$ cat config.mk
export PLATFORM = sky130hd
export DESIGN_NAME = byte_striping_ctrl
export DESIGN_NICKNAME = d
export VERILOG_FILES = /design/src/rtl/byte_striping_pkg.sv /design/src/rtl/rr_arbiter.sv /design/src/rtl/byte_striping_ctrl.sv
export SDC_FILE = /design/constraint.sdc
export NUM_CORES = 1
export LEC_CHECK = 0
export ABC_AREA = 0
export CAP_MARGIN = 15
export CORE_UTILIZATION = 40
export CTS_BUF_LIST = sky130_fd_sc_hd__clkbuf_4 sky130_fd_sc_hd__clkbuf_8 sky130_fd_sc_hd__clkbuf_16
export CTS_CLUSTER_SIZE = 8
export DETAILED_ROUTE_END_ITERATION = 10
export GPL_ROUTABILITY_DRIVEN = 0
export GPL_TIMING_DRIVEN = 0
export PLACE_DENSITY = 0.75
export SETUP_SLACK_MARGIN = 0.1
export SLEW_MARGIN = 20
export SYNTH_ARGS = -nofsm -noshare
export SYNTH_HDL_FRONTEND = slang
export SYNTH_SLANG_ARGS = --single-unit
$ cat constraint.sdc
create_clock -name clk -period 1.9 [get_ports clk]
set_clock_uncertainty 0.1 [all_clocks]
set_input_delay 0.38 -clock clk [delete_from_list [all_inputs] [get_ports clk]]
set_output_delay 0.38 -clock clk [all_outputs]
set_load 0.01 [all_outputs]
$ cat src/rtl/byte_striping_pkg.sv
// Shared definitions for the byte striping sequencer: FSM encoding and
// striping defaults used by the controller and its testbench.
package byte_striping_pkg;

  // Controller states; PAD completes a partial 4-byte group with filler.
  typedef enum logic [1:0] {
    ST_IDLE   = 2'd0,
    ST_STREAM = 2'd1,
    ST_PAD    = 2'd2
  } state_e;

  // Default number of striping lanes (fixed at 4 in this revision).
  localparam int LANES_DEF = 4;

  // Width of the lane pointer for four lanes.
  localparam int LANE_W = 2;

  // Filler byte used to finish a partial group.
  localparam logic [7:0] PAD_BYTE_DEF = 8'hBC;

endpackage : byte_striping_pkg

$ cat src/rtl/rr_arbiter.sv
// Purely combinational round-robin arbiter: picks the first active request
// searching upward from the index after the last grant, wrapping modulo
// NUM_REQ. any_req flags that at least one request is present.
module rr_arbiter #(
  parameter int NUM_REQ = 2,
  parameter int REQ_W   = 1
) (
  input  logic [NUM_REQ-1:0] req,
  input  logic [REQ_W-1:0]   last_grant,
  output logic [REQ_W-1:0]   grant,
  output logic               any_req
);

  int idx;

  // Rotating priority search starting just after the previous winner.
  always_comb begin
    grant   = last_grant;
    any_req = 1'b0;
    idx     = 0;
    for (int i = 1; i <= NUM_REQ; i++) begin
      idx = int'(last_grant) + i;
      if (idx >= NUM_REQ) begin
        idx = idx - NUM_REQ;
      end else begin
        idx = idx;
      end
      if (!any_req && req[idx]) begin
        grant   = REQ_W'(idx);
        any_req = 1'b1;
      end else begin
        any_req = any_req;
      end
    end
  end

endmodule : rr_arbiter

$ cat src/rtl/byte_striping_ctrl.sv
// Sequencer/arbiter in front of the 4-lane TX byte striper. Shares one
// striper byte input between NUM_REQ sources, locks the grant for a whole
// packet and pads partial groups so every packet ends on lane 3.
module byte_striping_ctrl
  import byte_striping_pkg::*;
#(
  parameter int         NUM_REQ  = 2,
  parameter int         LANES    = LANES_DEF,
  parameter logic [7:0] PAD_BYTE = PAD_BYTE_DEF,
  parameter int         REQ_W    = (NUM_REQ > 1) ? $clog2(NUM_REQ) : 1
) (
  input  logic                 clk,
  input  logic                 reset,
  input  logic [NUM_REQ-1:0]   req_valid,
  input  logic [NUM_REQ*8-1:0] req_data,
  input  logic [NUM_REQ-1:0]   req_last,
  output logic [NUM_REQ-1:0]   req_ready,
  output logic                 stripe_valid,
  output logic [7:0]           stripe_data,
  output logic [1:0]           lane_ptr,
  output logic                 group_done,
  output logic [REQ_W-1:0]     grant_id,
  output logic                 busy
);

  localparam logic [LANE_W-1:0] LAST_LANE = LANE_W'(LANES - 1);

  state_e              state_q, state_d;
  logic [LANE_W-1:0]   wr_ptr_q, wr_ptr_d;
  logic [REQ_W-1:0]    grant_q, grant_d;
  logic                stripe_valid_q, stripe_valid_d;
  logic [7:0]          stripe_data_q, stripe_data_d;
  logic [LANE_W-1:0]   lane_ptr_q, lane_ptr_d;
  logic                group_done_q, group_done_d;

  logic [REQ_W-1:0]    arb_grant;
  logic                arb_any;
  logic                sel_valid;
  logic [7:0]          sel_data;
  logic                sel_last;
  logic                accept;

  rr_arbiter #(
    .NUM_REQ (NUM_REQ),
    .REQ_W   (REQ_W)
  ) u_arb (
    .req        (req_valid),
    .last_grant (grant_q),
    .grant      (arb_grant),
    .any_req    (arb_any)
  );

  // Route the granted source's valid/data/last; other sources are ignored.
  always_comb begin
    sel_valid = 1'b0;
    sel_data  = 8'h00;
    sel_last  = 1'b0;
    for (int i = 0; i < NUM_REQ; i++) begin
      if (grant_q == REQ_W'(i)) begin
        sel_valid = req_valid[i];
        sel_data  = req_data[8*i +: 8];
        sel_last  = req_last[i];
      end else begin
        sel_valid = sel_valid;
      end
    end
  end

  // Ready is decoded from registered state only, never from req_valid.
  always_comb begin
    req_ready = '0;
    for (int i = 0; i < NUM_REQ; i++) begin
      if ((state_q == ST_STREAM) && (grant_q == REQ_W'(i))) begin
        req_ready[i] = 1'b1;
      end else begin
        req_ready[i] = 1'b0;
      end
    end
  end

  assign accept = (state_q == ST_STREAM) && sel_valid;

  // Next-state and datapath: arbitrate in IDLE, forward in STREAM, fill in PAD.
  always_comb begin
    state_d        = state_q;
    wr_ptr_d       = wr_ptr_q;
    grant_d        = grant_q;
    stripe_valid_d = 1'b0;
    stripe_data_d  = stripe_data_q;
    lane_ptr_d     = lane_ptr_q;
    group_done_d   = 1'b0;
    case (state_q)
      ST_IDLE: begin
        if (arb_any) begin
          grant_d = arb_grant;
          state_d = ST_STREAM;
        end else begin
          state_d = ST_IDLE;
        end
      end
      ST_STREAM: begin
        if (accept) begin
          stripe_valid_d = 1'b1;
          stripe_data_d  = sel_data;
          lane_ptr_d     = wr_ptr_q;
          wr_ptr_d       = wr_ptr_q + 2'd1;
          group_done_d   = (wr_ptr_q == LAST_LANE);
          if (sel_last) begin
            state_d = (wr_ptr_q == LAST_LANE) ? ST_IDLE : ST_PAD;
          end else begin
            state_d = ST_STREAM;
          end
        end else begin
          state_d = ST_STREAM;
        end
      end
      ST_PAD: begin
        stripe_valid_d = 1'b1;
        stripe_data_d  = PAD_BYTE;
        lane_ptr_d     = wr_ptr_q;
        wr_ptr_d       = wr_ptr_q + 2'd1;
        if (wr_ptr_q == LAST_LANE) begin
          group_done_d = 1'b1;
          state_d      = ST_IDLE;
        end else begin
          state_d = ST_PAD;
        end
      end
      default: begin
        state_d  = ST_IDLE;
        wr_ptr_d = '0;
      end
    endcase
  end

  // State and registered outputs; async reset drops any packet in flight.
  always_ff @(posedge clk or negedge reset) begin
    if (!reset) begin
      state_q        <= ST_IDLE;
      wr_ptr_q       <= '0;
      grant_q        <= REQ_W'(NUM_REQ - 1);
      stripe_valid_q <= 1'b0;
      stripe_data_q  <= 8'h00;
      lane_ptr_q     <= '0;
      group_done_q   <= 1'b0;
    end else begin
      state_q        <= state_d;
      wr_ptr_q       <= wr_ptr_d;
      grant_q        <= grant_d;
      stripe_valid_q <= stripe_valid_d;
      stripe_data_q  <= stripe_data_d;
      lane_ptr_q     <= lane_ptr_d;
      group_done_q   <= group_done_d;
    end
  end

  assign stripe_valid = stripe_valid_q;
  assign stripe_data  = stripe_data_q;
  assign lane_ptr     = lane_ptr_q;
  assign group_done   = group_done_q;
  assign grant_id     = grant_q;
  assign busy         = (state_q != ST_IDLE);

endmodule : byte_striping_ctrl

### After elaboration in Yosys (flattened, before gate mapping)

Cells that the tools add are included.

* register bits after elaboration: 17
* latch bits: 0
* RAM bits: 0
* bits in read-only memories: 0
* bits of input ports: 22
* output and inout port bits: 16
* logic and storage cells: 67
* memories: 0

* add/sub/neg operators: 5
* multipliers: 0
* divide/modulo/power cells: 0
* order comparisons: 4
* equality and inequality tests: 4
* shifts and indexed selects: 0
* mux-type cells: 33
* bitwise gates (word level): 2
* reductions and logical operators: 12

Operators by type and width (number)
* greater-or-equal comparator 32 x 3 -> 1 bit (second input constant): 2
* less-than comparator 32 x 3 -> 1 bit (second input constant): 2
* two-way mux 32 bit: 2
* subtractor 32 x 3 -> 32 bit (second input constant): 2
* two-way mux 1 bit: 18
* two-way mux 8 bit: 2
* one-hot mux 8 bit (2 select lines): 1
* one-hot mux 2 bit (3 select lines): 2
* two-way mux 2 bit: 5
* nonzero test 2 bit: 3
* equality test 2 bit (second input constant): 2
* logical AND 1 bit: 4
* one-hot mux 1 bit (2 select lines): 2
* one-hot mux 2 bit (2 select lines): 1
* AND reduction 2 bit: 2
* adder 1 x 2 -> 3 bit (second input constant): 1
* AND reduction 3 bit: 1
* adder 1 x 1 -> 2 bit (second input constant): 1
* adder 2 x 1 -> 2 bit (second input constant): 1
* equality test 2 x 1 -> 1 bit (second input constant): 1
* zero test 2 bit: 1
* inequality test 2 bit (second input constant): 1
* NOT 1 bit: 2
* zero test 1 bit: 1

### Longest topological paths before layout

Gate-level depths: netlist of run 1.

* depth after elaboration: 12
* gate-level depth with buffers: 6
* gate-level depth less buffers: 5

### Cells and area by module

From an unflattened synthesis of run 1, not the netlist that was laid out.

* cells, all modules: 79
* area total of the unflattened synthesis: 923.4 um^2

Modules (own cells, without submodules)
* byte_striping_ctrl: instances 1, cells each 76, area an instance 903.4 um^2
* rr_arbiter: instances 1, cells each 3, area an instance 20.0 um^2

### Worst setup path before layout of run 1

OpenSTA, ideal clock, no wires.

* path kind: flip-flop to flip-flop
* start point: register state_q[1]
* end point: register lane_ptr_q[0] (netlist: lane_ptr[0])
* setup time: 0.125 ns
* arrival time: 1.374 ns
* setup slack: 0.301 ns
* cell stages (with the launch flop): 7
* buffers on the path: 1
* clock period less this slack: 1.599 ns
* cell sequence: dfrtp_1 > inv_1 > ha_1 > buf_2 > nor2_1 > a21oi_4 > mux2_4

* cells in the longest elaborated chain, start to end: 4
* elaborated cells on any way between the ends: 7
* those cells by class: eq/ne: 3; mux: 1; reduce/logical: 3

RTL lines
* from (decl): line byte_striping_ctrl.sv:28 `state_e state_q, state_d;`
* from (signal assigned): line byte_striping_ctrl.sv:147 `state_q <= state_d;`
* equality test 2 x 1 -> 1 bit: line byte_striping_ctrl.sv:81, byte_striping_ctrl.sv:92
* logical AND 1 bit: line byte_striping_ctrl.sv:81 `assign accept = (state_q == ST_STREAM) && sel_valid;`
* inequality test 2 bit (no line)
* AND reduction 2 bit (no line)
* to (signal assigned): line byte_striping_ctrl.sv:152 `lane_ptr_q <= lane_ptr_d;`
* to (decl): line byte_striping_ctrl.sv:33 `logic [LANE_W-1:0] lane_ptr_q, lane_ptr_d;`

Parallel ways exist; a longest one is shown, timed or not.
A chain may end at the register's enable or synchronous reset.

### Worst setup path in the final report of run 1

* start point: register state_q[0]
* end point: output busy

* cells in the longest elaborated chain, start to end: 1

RTL lines
* nonzero test 2 bit: line byte_striping_ctrl.sv:162 `assign busy = (state_q != ST_IDLE);`
* to (decl): line byte_striping_ctrl.sv:23 `output logic busy`

Every way passes these cells.

==> results of run 1 <==
## cells in the final DEF, fill, tap and decap left out
| cell type | synthesis | final |
|---|---|---|
| clkdlybuf4s50_1 | 0 | 33 |
| dfrtp_1 | 16 | 16 |
| mux2i_1 | 9 | 9 |
| buf_4 | 0 | 9 |
| inv_1 | 7 | 5 |
| a2bb2oi_1 | 5 | 5 |
| clkbuf_4 | 0 | 4 |
| buf_6 | 1 | 3 |
| nor2_1 | 3 | 3 |
| a21oi_1 | 4 | 3 |
| o22ai_1 | 3 | 3 |
| ha_1 | 5 | 3 |
| inv_2 | 0 | 2 |
| nand3_1 | 2 | 2 |
| nand3b_1 | 2 | 2 |
| mux2_2 | 2 | 2 |
| nor2b_1 | 3 | 2 |
| nand2_1 | 2 | 2 |
| mux2_4 | 2 | 2 |
| ha_4 | 0 | 2 |
| dlygate4sd2_1 | 0 | 2 |
| a21boi_0 | 1 | 1 |
| o21a_1 | 1 | 1 |
| buf_8 | 0 | 1 |
| nor2b_4 | 0 | 1 |
| and2_1 | 1 | 1 |
| o21ai_0 | 1 | 1 |
| mux2i_4 | 1 | 1 |
| a21oi_4 | 1 | 1 |
| nor3b_2 | 1 | 1 |
| a31oi_1 | 1 | 1 |
| a21oi_2 | 0 | 1 |
| dfstp_2 | 1 | 1 |
| buf_2 | 2 | 1 |
## power groups by stage
stage | combinational [mW] | sequential, mW | clock (mW)
floorplan | 0.765 | 0.654 | 0
global placement | 1.26 | 0.606 | 0
detailed placement | 1.28 | 0.611 | 0
CTS | 1.41 | 0.600 | 0.214
global route | 1.68 | 0.625 | 0.231
finish | 1.57 | 0.607 | 0.212
## cell type report
type | count | area [um^2] | share of cell area [%]
sequential | 17 | 427 | 29.3
buffer | 3 | 37.5 | 2.58
timing repair buffer | 46 | 432 | 29.6
tap | 27 | 33.8 | 2.32
inverter | 7 | 26.3 | 1.80
multi-input combinational | 50 | 470 | 32.3
clock buffer | 4 | 30.0 | 2.06
## logic make-up (layout without fill, tap and decap cells)
group | Yosys count | after routing | share of synthesized area (%)
compound gates | 17 | 17 | 13.8
flops | 17 | 17 | 47.0
mux | 14 | 14 | 18.2
simple gates | 14 | 14 | 8.95
buf+inv | 10 | 60 | 5.23
fa+ha+maj | 5 | 5 | 6.89
## Yosys cell counts
cell / count / area [um^2]
buf_2: 2 / 10.0
a21boi_0: 1 / 7.51
a2bb2oi_1: 5 / 43.8
o21ai_0: 1 / 5.00
mux2i_4: 1 / 22.5
mux2i_1: 9 / 90.1
dfstp_2: 1 / 26.3
nor2_1: 3 / 11.3
a21oi_1: 4 / 20.0
mux2_2: 2 / 22.5
o22ai_1: 3 / 18.8
dfrtp_1: 16 / 400
a21oi_4: 1 / 16.3
mux2_4: 2 / 30.0
nand3b_1: 2 / 15.0
ha_1: 5 / 62.6
buf_6: 1 / 11.3
nor3b_2: 1 / 12.5
a31oi_1: 1 / 6.26
nor2b_1: 3 / 18.8
o21a_1: 1 / 7.51
nand3_1: 2 / 10.0
inv_1: 7 / 26.3
and2_1: 1 / 6.26
nand2_1: 2 / 7.51
## metrics by stage
stage	cells	setup TNS (ns)	power, mW	setup WS, ns	hold slack, ns
global placement	141	-0.473	1.87	-0.181	0.404
floorplan	77	0	1.42	0.301	-0.0156
detailed placement	141	-0.575	1.89	-0.192	0.395
global route	154	0	2.54	0.0557	0.442
CTS	151	0	2.22	0.0503	0.427
finish	154	0	2.39	0.117	0.421
## worst paths after layout
kind                            slack (ns)                    endpoint  cells past startpoint                     from
max in group asynchronous             0.79  stripe_data[3]$_DFFE_PN0P_                      1                    reset
min in group asynchronous             0.43        state_q[0]$_DFF_PN0_                      1                    reset
worst min-delay path                  0.42     lane_ptr[0]$_DFFE_PN0P_                      1  lane_ptr[0]$_DFFE_PN0P_
worst min register to register        0.42     lane_ptr[0]$_DFFE_PN0P_                      1  lane_ptr[0]$_DFFE_PN0P_
worst max-delay path                  0.12                        busy                      4     state_q[0]$_DFF_PN0_
worst max register to register        0.14  stripe_data[2]$_DFFE_PN0P_                      6     grant_id$_DFFE_PN1P_
## critical path: stages (launching register included)
cell           delay, ns
dfrtp_1             0.45
inv_2               0.10
ha_4                0.15
inv_1               0.04
dlygate4sd2_1       0.27
## repair_timing
item                       CTS  global route
gates resized for setup     16             8
setup endpoints to repair    4             6
buffers inserted             6             3
hold buffers                 0             0
pin swaps                    1             1
## flip-flops by register name, summed over array words and instances (netlist names)
register and count:
wr_ptr_q 2, grant_id 1, group_done 1, stripe_valid 1, stripe_data 8, state_q 2
lane_ptr 2
## metal layers
layer	share of wire (%)	routed length, um
met1	45	941
met2	50	1050
met3	4.3	90
met4	1.2	26
met5	0	0
==> metrics.txt, run 1 <==
outcome finished, final reports clean; Worst-Skew Late Latency 0.29 ns; hpwl dp 1.49 mm; VDD IR max 0.942 mV; CTS buffer count 3; Net Count, Synth 104; arrival time worst endpoint 1.30 ns; total track usage 18.8%; Worst EP required 1.42 ns; Pwr per Cell Area 1640 nW/um^2; Starting DRT DRC Count 7; met3 Resource Use GR 4.63%; Die Footprint 2470 um^2; Reg clk slew, reported paths 0.10 ns; P_int 1.53 mW; fmax 561 MHz; Post-Syn Instances 77; routed vias/inst 4.95; total routed wirelength 2.11 mm; Final min period 1.78 ns; H-tree depth 1; # setup viols final 0; first-pass GRT wire length 3.46 mm; Design Area, Final 1460 um^2; slew margin rel. 48.9%; Final nets 155; Remaining Overflow, GRT 0; I/O Buffers 37; number of max-slew violations in the final report 0; crit path capture type primary output; Seq cells post-synth 17; via count 762; synthesized area 908 um^2; CTS tree built; Initial Utilization 44.5%; combinational power share 65.7%; vias in the first global route 763; CP max FO 5; clock sink count 17; I/O Pins 38; Routed Antenna Nets 0; Worst Max-Slew Pin Slew 0.765 ns; met2 Use GR 30.4%; Clock Power Share 8.9%; # DRC 0; DR pass1 iterations 3; number of filler cells placed in the layout 150; initial antenna violation count 0; Tcrit/Tclk final 93.8%; die span in x 49.7 um; final hold vios 0; largest net degree at the start of global routing 18; worst hold path type reg -> reg; grt met1 use 23.5%; row count 16; n_diodes 0; post-route core utilization 71.3%; Max-Cap Viols 0; Yosys Warn Count 0; critical setup path kind reg -> out; switch share 36.1%; layout cells sized above 1 25.2%; root buf cell clkbuf_4; Seq/Total Area, Yosys 47.0%; Area growth syn-to-layout 60.3%; WL/cell 13.7 um; Die H 49.7 um; dpl cell area 1310 um^2; Core ar. 2040 um^2; Psw 0.863 mW; crit path launch type register; GR peak layer met2; Mean Syn Cell Area 11.8 um^2; Yosys cell types 25; unrepaired setup endpoints after global routing true; deepest clock path buffer count 2; Lkg Pwr 0.653 nW; Reg power frac 25.4%
Power figures use the tool's default switching activity.
==> inputs of run 2 (changes only) <==
- CORE_MARGIN: unset -> 10
==> run 2 against run 1 <==
Against the previous run:
- combinational power about the same
- sequential cell count unchanged
- via count is 0.66% lower
- final cell count grew 0.65%
- cell area increased by 0.17%
- wire length increased by 18%
- worst hold slack got worse by 0.0021 ns
- setup slack worse by 0.0070 ns
- sequential share of layout area is 0.050 points lower
- total power up 0.78%
- first-iteration DRC count grew to 6.1 times the previous value
- largest cell class unchanged
==> metrics.txt, run 2 (synthesis results as in run 1) <==
Die Footprint 4580 um^2 (+86%); Clock Power Share 8.6% (-0.3 points); switch share 36.4% (+0.22 points); reg2reg setup slack 0.13 ns (about the same); largest net degree at the start of global routing 18 (unchanged); Remaining Overflow, GRT 0 (unchanged); die span in x 67.7 um (+36%); initial antenna violation count 0 (unchanged); unrepaired setup endpoints after global routing true; critical setup path kind reg -> out; Initial Utilization 41.5% (-3.0 points); Worst-Skew Late Latency 0.29 ns (about the same); WL/cell 16.0 um (+17%); VDD IR max 1.04 mV (+11%); Psw 0.875 mW (+1.4%); Worst Max-Slew Pin Slew 0.734 ns (-0.0306 ns); worst path cell trace ha_4, buf_6, and2_1, buf_2; Final nets 155 (unchanged); n_diodes 0 (unchanged); layout cells sized above 1 25.2% (unchanged); routed vias/inst 4.88 (-1.3%); first-pass GRT wire length 3.68 mm (+6.4%); root buf cell clkbuf_4; number of max-slew violations in the final report 0 (unchanged); row count 17 (+1); clock sink count 17 (unchanged); CP startpoint state_q[0]$_DFF_PN0_; CP max FO 3 (-2); fmax 559 MHz (-0.39%); slew margin rel. 50.9% (+2.0 points); FF-to-FF End lane_ptr[1]$_DFFE_PN0P_; delay-heaviest family, CP flip-flops; Core ar. 2190 um^2 (+7.3%); # DRC 0 (unchanged); Routed Antenna Nets 0 (unchanged); worst hold path type in -> async; crit path launch type register; via count 757 (-0.66%); CTS tree built; dpl cell area 1310 um^2 (about the same); CTS buffer count 3 (unchanged); Worst setup endpoint req_ready[1]; most frequent cells in the layout clkdlybuf4s50_1 (33), dfrtp_1 (16), mux2i_1 (9), buf_4 (9); Starting DRT DRC Count 43 (+36); Max stage delay cell, worst path dfrtp_1; Reg clk slew, reported paths 0.10 ns (about the same); deepest clock path buffer count 2 (unchanged); number of filler cells placed in the layout 166 (+11%); final hold vios 0 (unchanged); Worst EP required 1.42 ns (about the same); max incr delay on CP 0.45 ns (about the same); cell depth of the worst flop-to-flop path 5 (-1); Critical path buffers and inverters 2 (-1); DR pass1 iterations 4 (+1); arrival time worst endpoint 1.31 ns (about the same); # setup viols final 0 (unchanged); WP depth 4 (unchanged); Pwr per Cell Area 1650 nW/um^2 (+0.61%); most common cell after layout, fill and taps aside clkdlybuf4s50_1; outcome finished, final reports clean; Power Total 2.41 mW (+0.78%); vias in the first global route 772 (+1.2%); H-tree depth 1 (unchanged); R2R Path Start grant_id$_DFFE_PN1P_; Tcrit/Tclk final 94.2% (+0.37 points); I/O Pins 38 (unchanged); total track usage 10.5% (-8.2 points); Reg power frac 25.5% (about the same); Die H 67.7 um (+36%); Max-Cap Viols 0 (unchanged); I/O Buffers 37 (unchanged); P_int 1.53 mW (+0.43%); hpwl dp 1.88 mm (+26%); combinational power share 65.9% (+0.2 points); Lkg Pwr 0.653 nW (about the same); crit path capture type primary output; Final min period 1.79 ns (+0.00700 ns); max reg flops 8 (unchanged); total routed wirelength 2.49 mm (+18%); Area growth syn-to-layout 60.6%; Design Area, Final 1460 um^2 (+0.17%)
## run 2: cell count changes in the layout (fill, tap and decap cells not counted)
| cell | change |
|---|---|
| clkdlybuf4s15_1 | +1 |
| dlygate4sd2_1 | -1 |
## run 2: routing by layer
metal	vias up	GRT usage [%]	wire length, um
met5	-	0	0
met4	0	5.90	27
met3	2	2.81	202
met2	27	17.0	1230
met1	358	12.3	1030
li1	370	-	-
## run 2: cell type report
| type | instances | area (um^2) | share of cell area [%] |
|---|---|---|---|
| Inverter | 7 | 26.3 | 1.80 |
| Timing Repair Buffer | 46 | 433 | 29.7 |
| Clock buffer | 4 | 30.0 | 2.06 |
| Tap cell | 28 | 35.0 | 2.40 |
| Multi-Input combinational cell | 50 | 470 | 32.2 |
| Sequential cell | 17 | 427 | 29.2 |
| Buffer | 3 | 37.5 | 2.57 |
## run 2: how the worst min path moves through the flow
stage	from	end	depth (start not counted)
final	reset	state_q[0]$_DFF_PN0_	1
after global routing	lane_ptr[1]$_DFFE_PN0P_	lane_ptr[1]$_DFFE_PN0P_	1
after CTS	lane_ptr[1]$_DFFE_PN0P_	lane_ptr[1]$_DFFE_PN0P_	1
after detailed placement	lane_ptr[1]$_DFFE_PN0P_	lane_ptr[1]$_DFFE_PN0P_	1
after global placement	lane_ptr[1]$_DFFE_PN0P_	lane_ptr[1]$_DFFE_PN0P_	1
after floorplan	reset	group_done$_DFF_PN0_	0
## run 2: metrics by stage
step	hold slack (ns)	instances	util, %	TNS [ns]	setup slack [ns]
final	0.419	155	66.6	0	0.110
after global routing	0.447	155	66.6	0	0.0589
after CTS	0.431	151	64.1	0	0.0528
after detailed placement	0.403	142	60.0	-0.526	-0.210
after global placement	0.408	142	60.0	-0.448	-0.190
after floorplan	-0.0156	77	-	0	0.301
## run 2: power groups by stage
stage / Sequential (mW) / Clock (mW) / Combinational, mW
floorplan: 0.654 / 0 / 0.765
global placement: 0.605 / 0 / 1.27
detailed placement: 0.615 / 0 / 1.30
CTS: 0.605 / 0.207 / 1.43
global route: 0.634 / 0.231 / 1.72
finish: 0.614 / 0.208 / 1.59
## run 2: what timing repair did
item                                    in CTS  in global routing
pin swaps                                    1                  1
resized for setup                           17                  8
setup buffers                                5                  4
endpoints found under the setup margin       4                  7
hold buffers                                 0                  0
